==> src/rtl/locker_bank_if.sv <==
// Front-panel / display-side bundle for locker_bank.
// Handshake: req/unlock/ack are sampled at a rising edge only while the controller is able to take them
// (busy=0 for req/unlock, state ERR for ack); done is a one-cycle result pulse, err holds until ack.
interface locker_bank_if #(
    parameter int NBOX = 4,
    parameter int KEYW = 4
);
    localparam int IDXW = $clog2(NBOX);

    logic            req;
    logic [1:0]      func;
    logic [IDXW-1:0] box_sel;
    logic [KEYW-1:0] key;
    logic            unlock;
    logic            ack;
    logic            busy;
    logic            done;
    logic [IDXW-1:0] box_idx;
    logic [NBOX-1:0] occ;
    logic [NBOX-1:0] locked;
    logic [IDXW:0]   count;
    logic            full;
    logic            empty;
    logic [2:0]      err;
    logic [1:0]      dbg_state;

    modport master (
        output req, func, box_sel, key, unlock, ack,
        input  busy, done, box_idx, occ, locked, count, full, empty, err, dbg_state
    );

    modport slave (
        input  req, func, box_sel, key, unlock, ack,
        output busy, done, box_idx, occ, locked, count, full, empty, err, dbg_state
    );
endinterface

==> src/rtl/locker_bank.sv <==
// Multi-box takeaway locker: deposits fill the lowest free box, collections check the stored
// pickup code, and repeated wrong codes lock a box until a supervisor unlock.
module locker_bank #(
    parameter int NBOX   = 4,
    parameter int KEYW   = 4,
    parameter int MAXTRY = 3
) (
    input logic          clk,
    input logic          reset_n,
    locker_bank_if.slave bus
);
    localparam int IDXW = $clog2(NBOX);
    localparam int FW   = $clog2(MAXTRY + 1);

    typedef enum logic [1:0] {IDLE, ALLOC, CHECK, ERR} state_t;

    state_t          state, state_d;
    logic [NBOX-1:0] occ, locked;
    logic [KEYW-1:0] code [NBOX];
    logic [FW-1:0]   fail [NBOX];
    logic [KEYW-1:0] key_q;
    logic [IDXW-1:0] box_q, box_idx, free_idx;
    logic [2:0]      err;
    logic            done;
    logic [IDXW:0]   count_w;
    logic            full_w, match;
    logic [FW-1:0]   fail_inc;

    always_comb begin
        count_w = '0;
        for (int i = 0; i < NBOX; i++) count_w = count_w + (IDXW+1)'(occ[i]);
    end

    assign full_w   = (count_w == (IDXW+1)'(NBOX));
    assign match    = (code[box_q] == key_q);
    assign fail_inc = fail[box_q] + 1'b1;

    // Descending scan so the lowest free index wins.
    always_comb begin
        free_idx = '0;
        for (int i = NBOX - 1; i >= 0; i--) begin
            if (!occ[i]) free_idx = IDXW'(i);
        end
    end

    always_ff @(posedge clk or negedge reset_n) begin
        if (!reset_n) state <= IDLE;
        else          state <= state_d;
    end

    always_comb begin
        state_d = state;
        case (state)
            IDLE: begin
                if (!bus.unlock && bus.req) begin
                    if (bus.func == 2'b01)
                        state_d = full_w ? ERR : ALLOC;
                    else if (bus.func == 2'b10)
                        state_d = (locked[bus.box_sel] || !occ[bus.box_sel]) ? ERR : CHECK;
                end
            end
            ALLOC:   state_d = IDLE;
            CHECK:   state_d = match ? IDLE : ERR;
            ERR:     if (bus.ack) state_d = IDLE;
            default: state_d = IDLE;
        endcase
    end

    always_ff @(posedge clk or negedge reset_n) begin
        if (!reset_n) begin
            occ     <= '0;
            locked  <= '0;
            key_q   <= '0;
            box_q   <= '0;
            box_idx <= '0;
            err     <= '0;
            done    <= 1'b0;
            for (int i = 0; i < NBOX; i++) begin
                code[i] <= '0;
                fail[i] <= '0;
            end
        end else begin
            done <= 1'b0;
            case (state)
                IDLE: begin
                    // Unlock wins over a coincident request, which is simply dropped.
                    if (bus.unlock) begin
                        occ[bus.box_sel]    <= 1'b0;
                        locked[bus.box_sel] <= 1'b0;
                        fail[bus.box_sel]   <= '0;
                        code[bus.box_sel]   <= '0;
                    end else if (bus.req && bus.func == 2'b01) begin
                        if (full_w) err <= 3'd1;
                        else        key_q <= bus.key;
                    end else if (bus.req && bus.func == 2'b10) begin
                        if (locked[bus.box_sel])    err <= 3'd4;
                        else if (!occ[bus.box_sel]) err <= 3'd2;
                        else begin
                            box_q <= bus.box_sel;
                            key_q <= bus.key;
                        end
                    end
                end
                ALLOC: begin
                    code[free_idx] <= key_q;
                    occ[free_idx]  <= 1'b1;
                    fail[free_idx] <= '0;
                    box_idx        <= free_idx;
                    done           <= 1'b1;
                end
                CHECK: begin
                    if (match) begin
                        occ[box_q]  <= 1'b0;
                        fail[box_q] <= '0;
                        box_idx     <= box_q;
                        done        <= 1'b1;
                    end else begin
                        // A locked box never reaches CHECK, so the counter tops out at MAXTRY.
                        fail[box_q] <= fail_inc;
                        if (fail_inc == FW'(MAXTRY)) locked[box_q] <= 1'b1;
                        err <= 3'd3;
                    end
                end
                ERR: if (bus.ack) err <= '0;
                default: ;
            endcase
        end
    end

    assign bus.busy      = (state != IDLE);
    assign bus.done      = done;
    assign bus.box_idx   = box_idx;
    assign bus.occ       = occ;
    assign bus.locked    = locked;
    assign bus.count     = count_w;
    assign bus.full      = full_w;
    assign bus.empty     = (count_w == '0);
    assign bus.err       = err;
    assign bus.dbg_state = state;
endmodule
==> src/flat_wrapper.sv <==
// flat-port wrapper written by rule: the top's interface ports become plain ports
module locker_bank_flat 
#(
    parameter int NBOX   = 4,
    parameter int KEYW   = 4,
    parameter int MAXTRY = 3
)
  (clk, reset_n, bus_req, bus_func, bus_box_sel, bus_key, bus_unlock, bus_ack, bus_busy, bus_done, bus_box_idx, bus_occ, bus_locked, bus_count, bus_full, bus_empty, bus_err, bus_dbg_state);
  locker_bank_if #(.NBOX(NBOX), .KEYW(KEYW)) bus_i ();
  input logic clk;
  input logic reset_n;
  input wire logic [$bits(bus_i.req)-1:0] bus_req;
  input wire logic [$bits(bus_i.func)-1:0] bus_func;
  input wire logic [$bits(bus_i.box_sel)-1:0] bus_box_sel;
  input wire logic [$bits(bus_i.key)-1:0] bus_key;
  input wire logic [$bits(bus_i.unlock)-1:0] bus_unlock;
  input wire logic [$bits(bus_i.ack)-1:0] bus_ack;
  output wire logic [$bits(bus_i.busy)-1:0] bus_busy;
  output wire logic [$bits(bus_i.done)-1:0] bus_done;
  output wire logic [$bits(bus_i.box_idx)-1:0] bus_box_idx;
  output wire logic [$bits(bus_i.occ)-1:0] bus_occ;
  output wire logic [$bits(bus_i.locked)-1:0] bus_locked;
  output wire logic [$bits(bus_i.count)-1:0] bus_count;
  output wire logic [$bits(bus_i.full)-1:0] bus_full;
  output wire logic [$bits(bus_i.empty)-1:0] bus_empty;
  output wire logic [$bits(bus_i.err)-1:0] bus_err;
  output wire logic [$bits(bus_i.dbg_state)-1:0] bus_dbg_state;
  assign bus_i.req = bus_req;
  assign bus_i.func = bus_func;
  assign bus_i.box_sel = bus_box_sel;
  assign bus_i.key = bus_key;
  assign bus_i.unlock = bus_unlock;
  assign bus_i.ack = bus_ack;
  assign bus_busy = bus_i.busy;
  assign bus_done = bus_i.done;
  assign bus_box_idx = bus_i.box_idx;
  assign bus_occ = bus_i.occ;
  assign bus_locked = bus_i.locked;
  assign bus_count = bus_i.count;
  assign bus_full = bus_i.full;
  assign bus_empty = bus_i.empty;
  assign bus_err = bus_i.err;
  assign bus_dbg_state = bus_i.dbg_state;
  locker_bank #(.NBOX(NBOX), .KEYW(KEYW), .MAXTRY(MAXTRY)) u_core (.clk(clk), .reset_n(reset_n), .bus(bus_i));
endmodule
==> config.mk <==
export PLATFORM = sky130hd
export DESIGN_NAME = locker_bank_flat
export DESIGN_NICKNAME = d
export VERILOG_FILES = /design/src/rtl/locker_bank_if.sv /design/src/rtl/locker_bank.sv /design/src/flat_wrapper.sv
export SDC_FILE = /design/constraint.sdc
export NUM_CORES = 1
export LEC_CHECK = 0
export ABC_CLOCK_PERIOD_IN_PS = 4600
export BUFFER_PORTS_ARGS = -buffer_cell sky130_fd_sc_hd__buf_4
export CORE_MARGIN = 2
export CORE_UTILIZATION = 58
export CTS_CLUSTER_SIZE = 16
export DETAILED_ROUTE_END_ITERATION = 6
export PLACE_DENSITY = 0.8
export SYNTH_ARGS = -nofsm -noshare
export SYNTH_HDL_FRONTEND = slang
export SYNTH_SLANG_ARGS = --single-unit
==> constraint.sdc <==
create_clock -name clk -period 4.6 [get_ports clk]
set_clock_uncertainty 0.15 [all_clocks]
set_input_delay 0.92 -clock clk [delete_from_list [all_inputs] [get_ports clk]]
set_output_delay 0.92 -clock clk [all_outputs]
set_load 0.03 [all_outputs]
Word-level counts from Yosys, hierarchy flattened:

Index checks and enable logic that the tools add are counted.

* add/sub/neg operators: 4
* magnitude comparators: 12
* equality and inequality tests: 21
* multiplexer cells: 70
* bitwise operators: 21
* reduce and logical (&&, ||, !) cells: 31

Operator list (count)
* $mux W4: 14
* $mux W2: 16
* $pmux W16 S2: 1
* $and A8 B8 Y8: 3
* $mux W3: 8
* $not A8 Y8: 3
* $pmux W8 S3: 1
* $and A16 B16 Y16: 1
* $bwmux W16: 1
* $demux W4 S2: 2
* $mux W16: 1
* $mux W8: 2
* $not A16 Y16: 1
* $and A4 B4 Y4: 3
* $demux W2 S2: 3
* $ne A2 B2 Y1 const B: 6
* $pmux W4 S3: 1
* $reduce_and A6 Y1: 2
* $reduce_bool A2 Y1: 6
* $ge A3 B3 Y1 const B: 3
* $logic_and A1 B1 Y1: 9
* $lt A2 B3 Y1 const B: 3
* $lt A3 B1 Y1 const B: 3
* $not A2 Y3: 3
* 35 further kinds: 63

* register bits after elaboration: 46
* bits of input ports: 13
* output and inout port bits: 22
* logic and storage cells: 175

Depth between registers and ports, before layout:

* word-level depth: 12
* mapped depth: 10
* gate-level depth less buffers: 9

Least setup slack after synthesis:

OpenSTA, ideal clock, no wires.

* path type: register to output
* from: register u_core.occ[1] (netlist: u_core.bus.occ[1])
* to: output port bus_empty
* arrival time: 2.690 ns
* required time: 3.530 ns
* slack: 0.840 ns
* cell stages (with the launch flop): 7
* path buffers: 1
* cells stage by stage: dfrtp_1 clkbuf_1 inv_1 ha_1 fa_1 ha_1 nor3_1

* longest elaborated chain between the ends: 4

Ends and longest elaborated chain
* start: declaration: RTL line locker_bank.sv:18 `logic [NBOX-1:0] occ, locked;`
* start signal: assignment: RTL line locker_bank.sv:71 `occ <= '0;`
* start signal: indexed assignment: RTL line locker_bank.sv:88 `occ[bus.box_sel] <= 1'b0;`
* start signal: indexed assignment: RTL line locker_bank.sv:106 `occ[free_idx] <= 1'b1;`
* $add A1 B1 Y2: RTL line locker_bank.sv:31 `for (int i = 0; i < NBOX; i++) count_w = count_w + (IDXW+1)'(occ[i]);`
* $add A3 B1 Y3 (2 in a row): RTL line locker_bank.sv:31
* net bus_count[1]: RTL line flat_wrapper.sv:23 `output wire logic [$bits(bus_i.count)-1:0] bus_count;`
* $logic_not A3 Y1: RTL line locker_bank.sv:137 `assign bus.empty = (count_w == '0);`
* end: declaration: RTL line flat_wrapper.sv:25 `output wire logic [$bits(bus_i.empty)-1:0] bus_empty;`

The timed path passes the listed nets, and every way through them passes these cells.

Worst setup path after layout:

* from: register u_core.occ[1] (netlist: u_core.bus.occ[1])
* to: output port bus_full

* longest elaborated chain between the ends: 4

Ends and longest elaborated chain
* $add A1 B1 Y2: RTL line locker_bank.sv:31
* $add A3 B1 Y3 (2 in a row): RTL line locker_bank.sv:31
* $eq A3 B3 Y1: RTL line locker_bank.sv:34 `assign full_w = (count_w == (IDXW+1)'(NBOX));`
* end: declaration: RTL line flat_wrapper.sv:24 `output wire logic [$bits(bus_i.full)-1:0] bus_full;`

No other way between the ends.

==> results by group <==
Timing
  • Worst slew pin tran: approximately 0.82 ns
  • Slew HR: 43.6%
  • Crit share post-route: 81.9%
  • Final slew viol count: 0
  • Final min period: between 3 and 4 ns
  • Final TNS setup: 0 ns
  • Final setup vio count: 0
  • Hold Fails Final Rpt: 0
  • RSZ-0062 raised after global routing: false
  • F_max: around 0.27 GHz

Synthesis
  • Top cells by count, synth: dfrtp_1, inv_1, a22o_1, nand2_1
  • Top cells by area, synth: dfrtp_1, a22o_1, mux4_1, ha_1, mux4_2
  • Area share of the largest cell type after synthesis: 42.1%
  • Top-count cell post-synth: dfrtp_1
  • Syn nets: around 280
  • Largest area contributor in the netlist: dfrtp_1
  • Warnings from Yosys: 0
  • Yosys cell types: 52
  • Synthesized flop and latch total: 46
  • Post-synth EDFFs: 0
  • Mean Syn Cell Area: 10.6 um^2
  • Most common flop cell mapped by yosys: dfrtp_1
  • Mapped cell area: 0.00273 mm^2
  • Synth Instances: 258
  • FFs w/ async S/R, synth: 100%
  • Sequential area share after synthesis: 42.1%

Power and ir drop
  • Pwr dens: between 700 and 800 mW/mm^2
  • Leak: 0.00143 uW
  • Worst IR Drop VDD: 0.000465 V

Floorplan
  • Row count: 24
  • Die Y: 72.7 um
  • Die W: between 70 and 80 um
  • Die area: 0.00528 mm^2
  • Initial core utilization: between 60% and 70%
  • Core footprint: 0.00444 mm^2
  • IO Pins: 35

Setup path
  • Kind of critical path: reg -> out
  • Reg2reg setup slack: ~1.3 ns
  • RR Endpoint: u_core.bus.err[0]
  • Crit-path cells: inv_1, ha_1, fa_1, ha_1, or3b_2, inv_1, buf_4
  • Worst r2r path cells: 9
  • Critical Path RT: 3.53 ns
  • Reg-to-reg startpoint: u_core.bus.occ[1]
  • Slowest CP cell: dfrtp_1
  • Worst-path maximum fanout: 11
  • Startpoint Class: flip-flop
  • Slowest stage delay, CP: between 0.5 and 0.6 ns
  • Setup crit end kind: output pin
  • CP Data Arrival Time: 2.70 ns

GRT
  • Vias in the first global route: 2053
  • First-pass GRT wire length: 10500 um
  • All-layer global routing usage: 26.1%
  • Largest net degree at the start of global routing: 47
  • Gr ovfl total: 0
  • Initial antenna violation count: 0

Final layout
  • Nets: 309
  • Ant diodes: 0
  • Area grow syn2layout: 13.8%
  • Fraction of layout cells with a size suffix above 1: 22.3%
  • Final instance area: about 0.0031 mm^2

CTS
  • CTS tree: yes
  • Clock network latency to the later pin of the worst-skew pair: 0.31 ns
  • Clock Sinks: 46
  • Clk pin slew, worst setup/hold paths: 0.09 ns
  • Num CTS Buffers: 5
  • Hold-fix buffers at CTS: 0
  • Postcts setup bufs: 0
  • Clock tree buffer depth: 2
  • Clock root buffer: clkbuf_8
  • Htree depth: 2
  • Post-CTS Resized: 0

Place
  • DP Area: around 0.003 mm^2
  • Final HPWL DP: around 4700 um
  • PortBufs: 34
  • Final GP Congestion: 0.943

Drt
  • Drt drc: 0
  • Vias: 2236
  • Drt pass-1 iters: 4
  • WL final: ~6500 um
  • Number of DRC markers in iteration 0: ~220
  • Post-DRT Antenna Nets: 0
  • Routed wire length per instance: 19.2 um
  • Vias/cell: 6.60

Outcome
  • Status: finished, final reports clean

Min path
  • Hold crit path type: reg -> reg
  • Hold path depth: 1
  • Min-delay src: u_core.fail[4]
  • Hold endpoint: u_core.fail[4]

Job
  • Max cap viols: 0
metrics by stage:
| stage | total power (uW) | hold slack [ns] | worst slack [ns] | std cells | utilization [%] |
|---|---|---|---|---|---|
| global placement | 2120 | 0.327 | 1.23 | 331 | 67.4 |
| detailed placement | 2150 | 0.334 | 1.20 | 331 | 67.4 |
| CTS | 2470 | 0.346 | 0.853 | 339 | 70.0 |
| global route | 2630 | 0.375 | 0.719 | 339 | 70.0 |
| finish | 2480 | 0.346 | 0.833 | 339 | 70.0 |
| floorplan | 1760 | 0.310 | 0.840 | 258 | - |
power by group:
part           leakage, uW  internal (uW)  switching, uW  total [uW]
combinational     0.000773            573            847        1420
sequential        0.000601            562            183         746
clock            0.0000563            166            154         319
metal layers:
layer	track usage, %	up-vias	share of wire (%)
met5	0	-	0
met4	7.41	0	1.2
met3	4.42	8	7.9
met2	37.9	103	46
met1	40.5	1097	45
li1	-	1028	-
critical path: cells and delay by family (launching register included):
kind	cells	cell delay [ns]
adders and majority gates	3	1.00
DFF	1	0.53
and+or+nand+nor	1	0.51
buffers and inverters	3	0.34
cells in the final DEF (no fill, tap or decap), types with 4 or more instances in the layout:
master     n
and3_1     4
mux4_1     5
a41oi_1    4
nor2b_1    5
nand3_1    8
clkbuf_8   5
buf_4     35
a21oi_1   11
ha_1       9
o21ai_0    8
nor2_1    11
inv_1     17
nand2b_1   6
xnor2_1    5
a22o_1    16
o22ai_1    6
nand2_1   16
nor3_1     5
dfrtp_1   46
o41ai_1    4
a31oi_1    9
layout make-up:
cell class / count / area (um^2)
clock buffers: 5 / 68.8
clock inverters: 3 / 48.8
fillers: 346 / 1330
inverters: 18 / 67.6
multi-input cells: 180 / 1450
flip-flops and latches: 46 / 1150
well taps: 52 / 65.1
repair buffers: 35 / 263
cell families after synthesis:
group | after synthesis | synth area share, %
buf+inv | 32 | 4.94
fa+ha+maj | 10 | 4.85
flops | 46 | 42.1
mux | 19 | 11.9
simple gates | 68 | 13.5
xor+xnor | 5 | 1.60
compound gates | 78 | 21.1
state kept, by name, indices dropped and copies added, names as in the netlist:
name	cells
u_core.bus.locked	4
u_core.code	16
u_core.bus.box_idx	2
u_core.fail	8
u_core.bus.occ	4
u_core.bus.dbg_state	2
u_core.bus.err	3
u_core.box_q	2
u_core.key_q	4
u_core.bus.done	1
worst max-delay path by stage:
stage                                 start        end  depth (start not counted)
after floorplan           u_core.bus.occ[1]  bus_empty                          6
after global routing      u_core.bus.occ[1]   bus_full                          7
final                     u_core.bus.occ[1]   bus_full                          7
after CTS                 u_core.bus.occ[1]   bus_full                          7
after detailed placement  u_core.bus.occ[1]   bus_full                          7
after global placement    u_core.bus.occ[1]   bus_full                          7
Power figures use the tool's default switching activity.
